### config.mk
export PLATFORM = sky130hd
export DESIGN_NAME = axis_video_frame_monitor
export DESIGN_NICKNAME = d
export VERILOG_FILES = /design/src/rtl/axis_video_frame_monitor.sv
export SDC_FILE = /design/constraint.sdc
export NUM_CORES = 1
export LEC_CHECK = 0
export ABC_AREA = 1
export CORE_MARGIN = 2
export CORE_UTILIZATION = 40
export CTS_BUF_LIST = sky130_fd_sc_hd__clkbuf_8
export DETAILED_ROUTE_END_ITERATION = 8
export DONT_BUFFER_PORTS = 1
export GPL_ROUTABILITY_DRIVEN = 0
export PLACE_DENSITY = 0.52
export SLEW_MARGIN = 10
export SYNTH_ARGS = -nofsm -noshare
export SYNTH_HDL_FRONTEND = slang
export SYNTH_SLANG_ARGS = --single-unit
### constraint.sdc
create_clock -name aclk -period 2.1 [get_ports aclk]
set_input_delay 0.63 -clock aclk [delete_from_list [all_inputs] [get_ports aclk]]
set_output_delay 0.63 -clock aclk [all_outputs]
set_load 0.02 [all_outputs]
### src/rtl/axis_video_frame_monitor.sv
// axis_video_frame_monitor
// AXI4-Stream video pass-through with a 2-entry skid buffer and a line/frame
// geometry monitor (pixels per line, lines per frame, SOF count, sticky
// framing error flags).
//
// Optional feature (compile-time macro AXIS_VIDEO_MON_SOF_SYNC_EN):
//   when defined, every input beat after reset is accepted and dropped until
//   the first tuser (SOF) beat, which is forwarded and starts monitoring.
//   When undefined, all beats are forwarded and counted from reset.
//
// Handshake: a beat transfers on a port when tvalid & tready & aclken are all
// high on a rising aclk edge; a master holds tvalid and its payload stable
// until that happens, and tready never depends combinationally on tvalid.

module axis_video_frame_monitor #(
  parameter int DATA_WIDTH = 8,
  parameter int HSIZE      = 640,
  parameter int VSIZE      = 480,
  parameter int CNT_WIDTH  = 12
) (
  input  logic                  aclk,
  input  logic                  aresetn,
  input  logic                  aclken,
  // slave (input) video stream
  input  logic [DATA_WIDTH-1:0] s_axis_video_tdata,
  input  logic                  s_axis_video_tvalid,
  output logic                  s_axis_video_tready,
  input  logic                  s_axis_video_tuser,
  input  logic                  s_axis_video_tlast,
  // master (output) video stream
  output logic [DATA_WIDTH-1:0] m_axis_video_tdata,
  output logic                  m_axis_video_tvalid,
  input  logic                  m_axis_video_tready,
  output logic                  m_axis_video_tuser,
  output logic                  m_axis_video_tlast,
  // measurements
  output logic [CNT_WIDTH-1:0]  line_len,
  output logic [CNT_WIDTH-1:0]  frame_lines,
  output logic [15:0]           frame_cnt,
  // sticky error flags
  output logic                  err_eol_early,
  output logic                  err_eol_late,
  output logic                  err_sof_early,
  output logic                  err_sof_late,
  input  logic                  err_clr
);

  // payload word layout: {tuser, tlast, tdata}
  localparam int PW = DATA_WIDTH + 2;

  localparam logic [CNT_WIDTH-1:0] PIX_MAX = '1;
  localparam logic [CNT_WIDTH-1:0] H_LAST  = CNT_WIDTH'(HSIZE - 1);
  localparam logic [CNT_WIDTH-1:0] V_SIZE  = CNT_WIDTH'(VSIZE);

  // error flag bit positions inside err_q
  localparam int E_EOL_EARLY = 3;
  localparam int E_EOL_LATE  = 2;
  localparam int E_SOF_EARLY = 1;
  localparam int E_SOF_LATE  = 0;

  // skid buffer state
  logic [PW-1:0]        out_q, out_d;
  logic                 out_vld_q, out_vld_d;
  logic [PW-1:0]        skid_q, skid_d;
  logic                 skid_vld_q, skid_vld_d;
  logic                 s_rdy_q;

  // monitor state
  logic [CNT_WIDTH-1:0] pix_q, pix_d;
  logic [CNT_WIDTH-1:0] line_q, line_d;
  logic [CNT_WIDTH-1:0] line_len_q, line_len_d;
  logic [CNT_WIDTH-1:0] frame_lines_q, frame_lines_d;
  logic [15:0]          frame_cnt_q, frame_cnt_d;
  logic [3:0]           err_q, err_d;
  logic                 first_q, first_d;

  logic [PW-1:0]        in_word;
  logic                 in_beat;
  logic                 out_beat;
  logic                 drop;
  logic                 fwd;
  logic [3:0]           err_set;
  logic [CNT_WIDTH-1:0] line_base;

  assign in_word  = {s_axis_video_tuser, s_axis_video_tlast, s_axis_video_tdata};
  assign in_beat  = s_axis_video_tvalid & s_rdy_q & aclken;
  assign out_beat = out_vld_q & m_axis_video_tready & aclken;

`ifdef AXIS_VIDEO_MON_SOF_SYNC_EN
  // before the first SOF since reset, non-SOF beats are swallowed
  assign drop = first_q & ~s_axis_video_tuser;
`else
  assign drop = 1'b0;
`endif

  // beats that are forwarded downstream and seen by the monitor
  assign fwd = in_beat & ~drop;

  // skid buffer next state: the output register refills from the skid entry
  // first (to preserve order), otherwise straight from the input
  always_comb begin
    out_d      = out_q;
    out_vld_d  = out_vld_q;
    skid_d     = skid_q;
    skid_vld_d = skid_vld_q;
    if (aclken) begin
      if (out_beat || !out_vld_q) begin
        if (skid_vld_q) begin
          out_d      = skid_q;
          out_vld_d  = 1'b1;
          skid_vld_d = 1'b0;
        end else begin
          out_vld_d = fwd;
          if (fwd) out_d = in_word;
        end
      end else if (fwd) begin
        // output stalled: park the accepted beat; tready drops next cycle
        skid_d     = in_word;
        skid_vld_d = 1'b1;
      end
    end
  end

  // monitor next state: pixel/line counters, measurements and error events
  always_comb begin
    pix_d         = pix_q;
    line_d        = line_q;
    line_len_d    = line_len_q;
    frame_lines_d = frame_lines_q;
    frame_cnt_d   = frame_cnt_q;
    first_d       = first_q;
    err_set       = 4'b0000;
    line_base     = s_axis_video_tuser ? '0 : line_q;
    if (fwd) begin
      if (s_axis_video_tlast) begin
        pix_d      = '0;
        line_len_d = pix_q + 1'b1;
      end else if (pix_q != PIX_MAX) begin
        pix_d = pix_q + 1'b1;
      end
      // SOF clears the line count, then the same beat's EOL still counts
      line_d = line_base + CNT_WIDTH'(s_axis_video_tlast);
      err_set[E_EOL_EARLY] = s_axis_video_tlast && (pix_q < H_LAST);
      err_set[E_EOL_LATE]  = !s_axis_video_tlast && (pix_q >= H_LAST);
      err_set[E_SOF_EARLY] = s_axis_video_tuser && !first_q &&
                             ((line_q != V_SIZE) || (pix_q != '0));
      err_set[E_SOF_LATE]  = !s_axis_video_tuser && (pix_q == '0) &&
                             (line_q == V_SIZE);
      if (s_axis_video_tuser) begin
        frame_cnt_d = frame_cnt_q + 16'd1;
        first_d     = 1'b0;
        if (!first_q) frame_lines_d = line_q;
      end
    end
  end

  // sticky error flags: a set event in the same cycle wins over err_clr
  always_comb begin
    err_d = err_q;
    if (aclken) err_d = err_set | (err_q & ~{4{err_clr}});
  end

  // state registers; tready tracks "skid entry empty" one cycle behind
  always_ff @(posedge aclk or negedge aresetn) begin
    if (!aresetn) begin
      out_q         <= '0;
      out_vld_q     <= 1'b0;
      skid_q        <= '0;
      skid_vld_q    <= 1'b0;
      s_rdy_q       <= 1'b0;
      pix_q         <= '0;
      line_q        <= '0;
      line_len_q    <= '0;
      frame_lines_q <= '0;
      frame_cnt_q   <= '0;
      err_q         <= '0;
      first_q       <= 1'b1;
    end else begin
      out_q         <= out_d;
      out_vld_q     <= out_vld_d;
      skid_q        <= skid_d;
      skid_vld_q    <= skid_vld_d;
      s_rdy_q       <= ~skid_vld_d;
      pix_q         <= pix_d;
      line_q        <= line_d;
      line_len_q    <= line_len_d;
      frame_lines_q <= frame_lines_d;
      frame_cnt_q   <= frame_cnt_d;
      err_q         <= err_d;
      first_q       <= first_d;
    end
  end

  assign s_axis_video_tready = s_rdy_q;
  assign m_axis_video_tvalid = out_vld_q;
  assign m_axis_video_tuser  = out_q[PW-1];
  assign m_axis_video_tlast  = out_q[PW-2];
  assign m_axis_video_tdata  = out_q[DATA_WIDTH-1:0];
  assign line_len            = line_len_q;
  assign frame_lines         = frame_lines_q;
  assign frame_cnt           = frame_cnt_q;
  assign err_eol_early       = err_q[E_EOL_EARLY];
  assign err_eol_late        = err_q[E_EOL_LATE];
  assign err_sof_early       = err_q[E_SOF_EARLY];
  assign err_sof_late        = err_q[E_SOF_LATE];

endmodule

==> reports/results.ini <==
[route]
post_drt_wl_per_cell_um=14.0
dr.pass1.iters=4
drc_errors=0
totalWireLength_mm=9.79
vias_per_cell=4.78
drt_iter0_markers=175
via_count=3350
detail-route-antenna-nets=0

[final_layout]
final_common_cell=nand2_1
drive_gt1_frac=0.0713
fin_util=0.443
seqCellArea_um2=2300
fillerInstances=1107
nNetsFinal=577
multi_input_area_um2=1820
diodes=0
syn2layout_area_growth_pct=8.06
layout_common_cells=nand2_1, dfrtp_1, inv_1

[clock_network]
clk_path_buf_depth=2
cts.sinks=92
clkLatencyLatePin_ns=0.37
clock-root-buffer=clkbuf_8
clkTransAtPathRegs_ns=0.09
cts_resized=0
numCtsBuffers=9
postCtsSetupBuffers=0
htree_levels=3
cts_tree=built

[timing]
min_period_ns=1.77
setup_tns_ns=0
rsz0062_at_grt=false
max_freq_mhz=566
hold_viol=91
slew_headroom=0.626
fin_skew_ns=0.00830
hold_ws_ns=-0.0509
fin_crit_sh=0.841
slew_viol_final=0
final-setup-viol-count=0
worst_slew_pin_slew_ns=0.561

[global_routing]
grt_overflow=0
first_global_vias=3234
grt_pass1_wl_mm=16.1
grt_usage=0.174
grt_max_degree=93
antenna_found_initial=0

[synth]
ys_seq_area_frac=0.519
synth-simple-area-share=0.289
synth_top_family_by_area=simple AND/OR/NAND/NOR gates
synth_compound_area_frac=0.0634
synth.mux.area_fraction=0
ys_types=28
syn_avg_cell_area_um2=8.04
ys.warnings.count=0
ys_seq_elements=92
synth-adder-area-share=0.0141
synth-xor-area-share=0.0434
syn_area_um2=4440
synthesis.nets=573
syn_inst=552
synth.top_cells.by_area=dfrtp_1, nand2_1, inv_1, nor2_1, o21ai_0
synth_top_area_frac=0.513
synth_top_area_cell=dfrtp_1

[worst_setup_path]
path_buf_inv=2
crit_arrival_ns=2.06
cp_max_fo=24
cp_slowest_cell=dfrtp_1
critPathRequiredTime_ns=2.39
worstPathCellList=nand3_4 -> inv_2 -> nand2_2 -> nor2_4 -> buf_4 -> nor2_1 -> a21oi_1
path_delay_family=simple AND/OR/NAND/NOR gates
critPathCaptureType=register
path_class=reg -> reg
startpoint_type=register
critPathMaxStageDelay_ns=0.50

[pwr]
p_leak_nw=2.39
pwr_density_cell_nw_per_um2=1010
vdd_drop_max_uv=399

[worst_hold_path]
hold_class=in -> async

[die]
core_area_um2=10800
die_w_um=109
rows=38
dieArea_um2=12000
num_io_pins=72
die_y_um=109
start_util=0.410

[placement]
dp_hpwl_mm=6.95
io_buffers=0

[flow_run]
drv_cap=0

[run_status]
status=complete, but fails checks
violations=hold timing

-- where the power goes --
part	switching, mW	leakage, nW	internal (mW)
combinational	0.413	1.09	0.291
sequential	0.648	1.19	2.17
clock	0.622	0.117	0.693
-- per-stage QoR --
step	worst slack (ns)	hold WS (ns)	area [um2]	cells	power (mW)
after floorplan	0.146	0.334	4440	552	3.35
after global placement	0.199	0.337	4580	685	3.55
after detailed placement	0.128	0.338	4580	685	3.57
after CTS	0.319	-0.0671	4800	701	4.90
after global routing	0.105	-0.0834	4800	701	5.15
final	0.334	-0.0509	4800	701	4.84
-- layer usage --
metal	global-route usage	vias up	part of all wire
met5	0	-	0
met4	0.0750	0	0.017
met3	0.0385	12	0.043
met2	0.254	51	0.43
met1	0.248	1558	0.51
li1	-	1729	-
-- cell usage after synthesis (all sizes together) --
cell type / n
inv: 63
buf: 11
or2: 1
o21ai: 34
nand3: 23
nand4: 11
a21oi: 20
xnor2: 9
dfstp: 1
nand2: 192
nand3b: 2
dfrtp: 91
xor2: 13
ha: 5
clkbuf: 2
nor2: 63
nor3: 10
a21boi: 1
-- registers in the layout (all words and copies together), names as in the netlist, 4 cells and up --
register     cells
err_q            4
line_q          12
skid_q          10
line_len        12
pix_q           12
out_q           10
frame_lines     12
frame_cnt       16
-- logic make-up (layout without fill, tap and decap cells) --
family                     after synthesis  in the layout
AOI/OAI and AO/OA                       55             55
xor gates and xnor gates                22             22
adders and majority gates                5              5
buffers and inverters                   76             85
DFF                                     92             92
and+or+nand+nor                        302            302
-- worst paths after layout --
check	cells past startpoint	start	slack, ns	end
max in group asynchronous	0	aresetn	1.94	first_q
worst min-delay path	0	aresetn	-0.05	line_q[0]
worst max-delay path	7	s_axis_video_tready	0.33	frame_lines[7]
min in group aclk	2	s_axis_video_tuser	0.38	skid_q[9]
worst min register to register	2	first_q	0.47	first_q
worst max register to register	7	s_axis_video_tready	0.33	frame_lines[7]
-- final cells by class --
type / instances / area share
Sequential cell: 92 / 0.480
Multi-Input combinational cell: 384 / 0.380
Inverter: 63 / 0.0493
Tap cell: 140 / 0.0365
Clock buffer: 10 / 0.0287
Clock inverter: 6 / 0.0164
Timing Repair Buffer: 6 / 0.00939
Power figures use the tool's default switching activity.
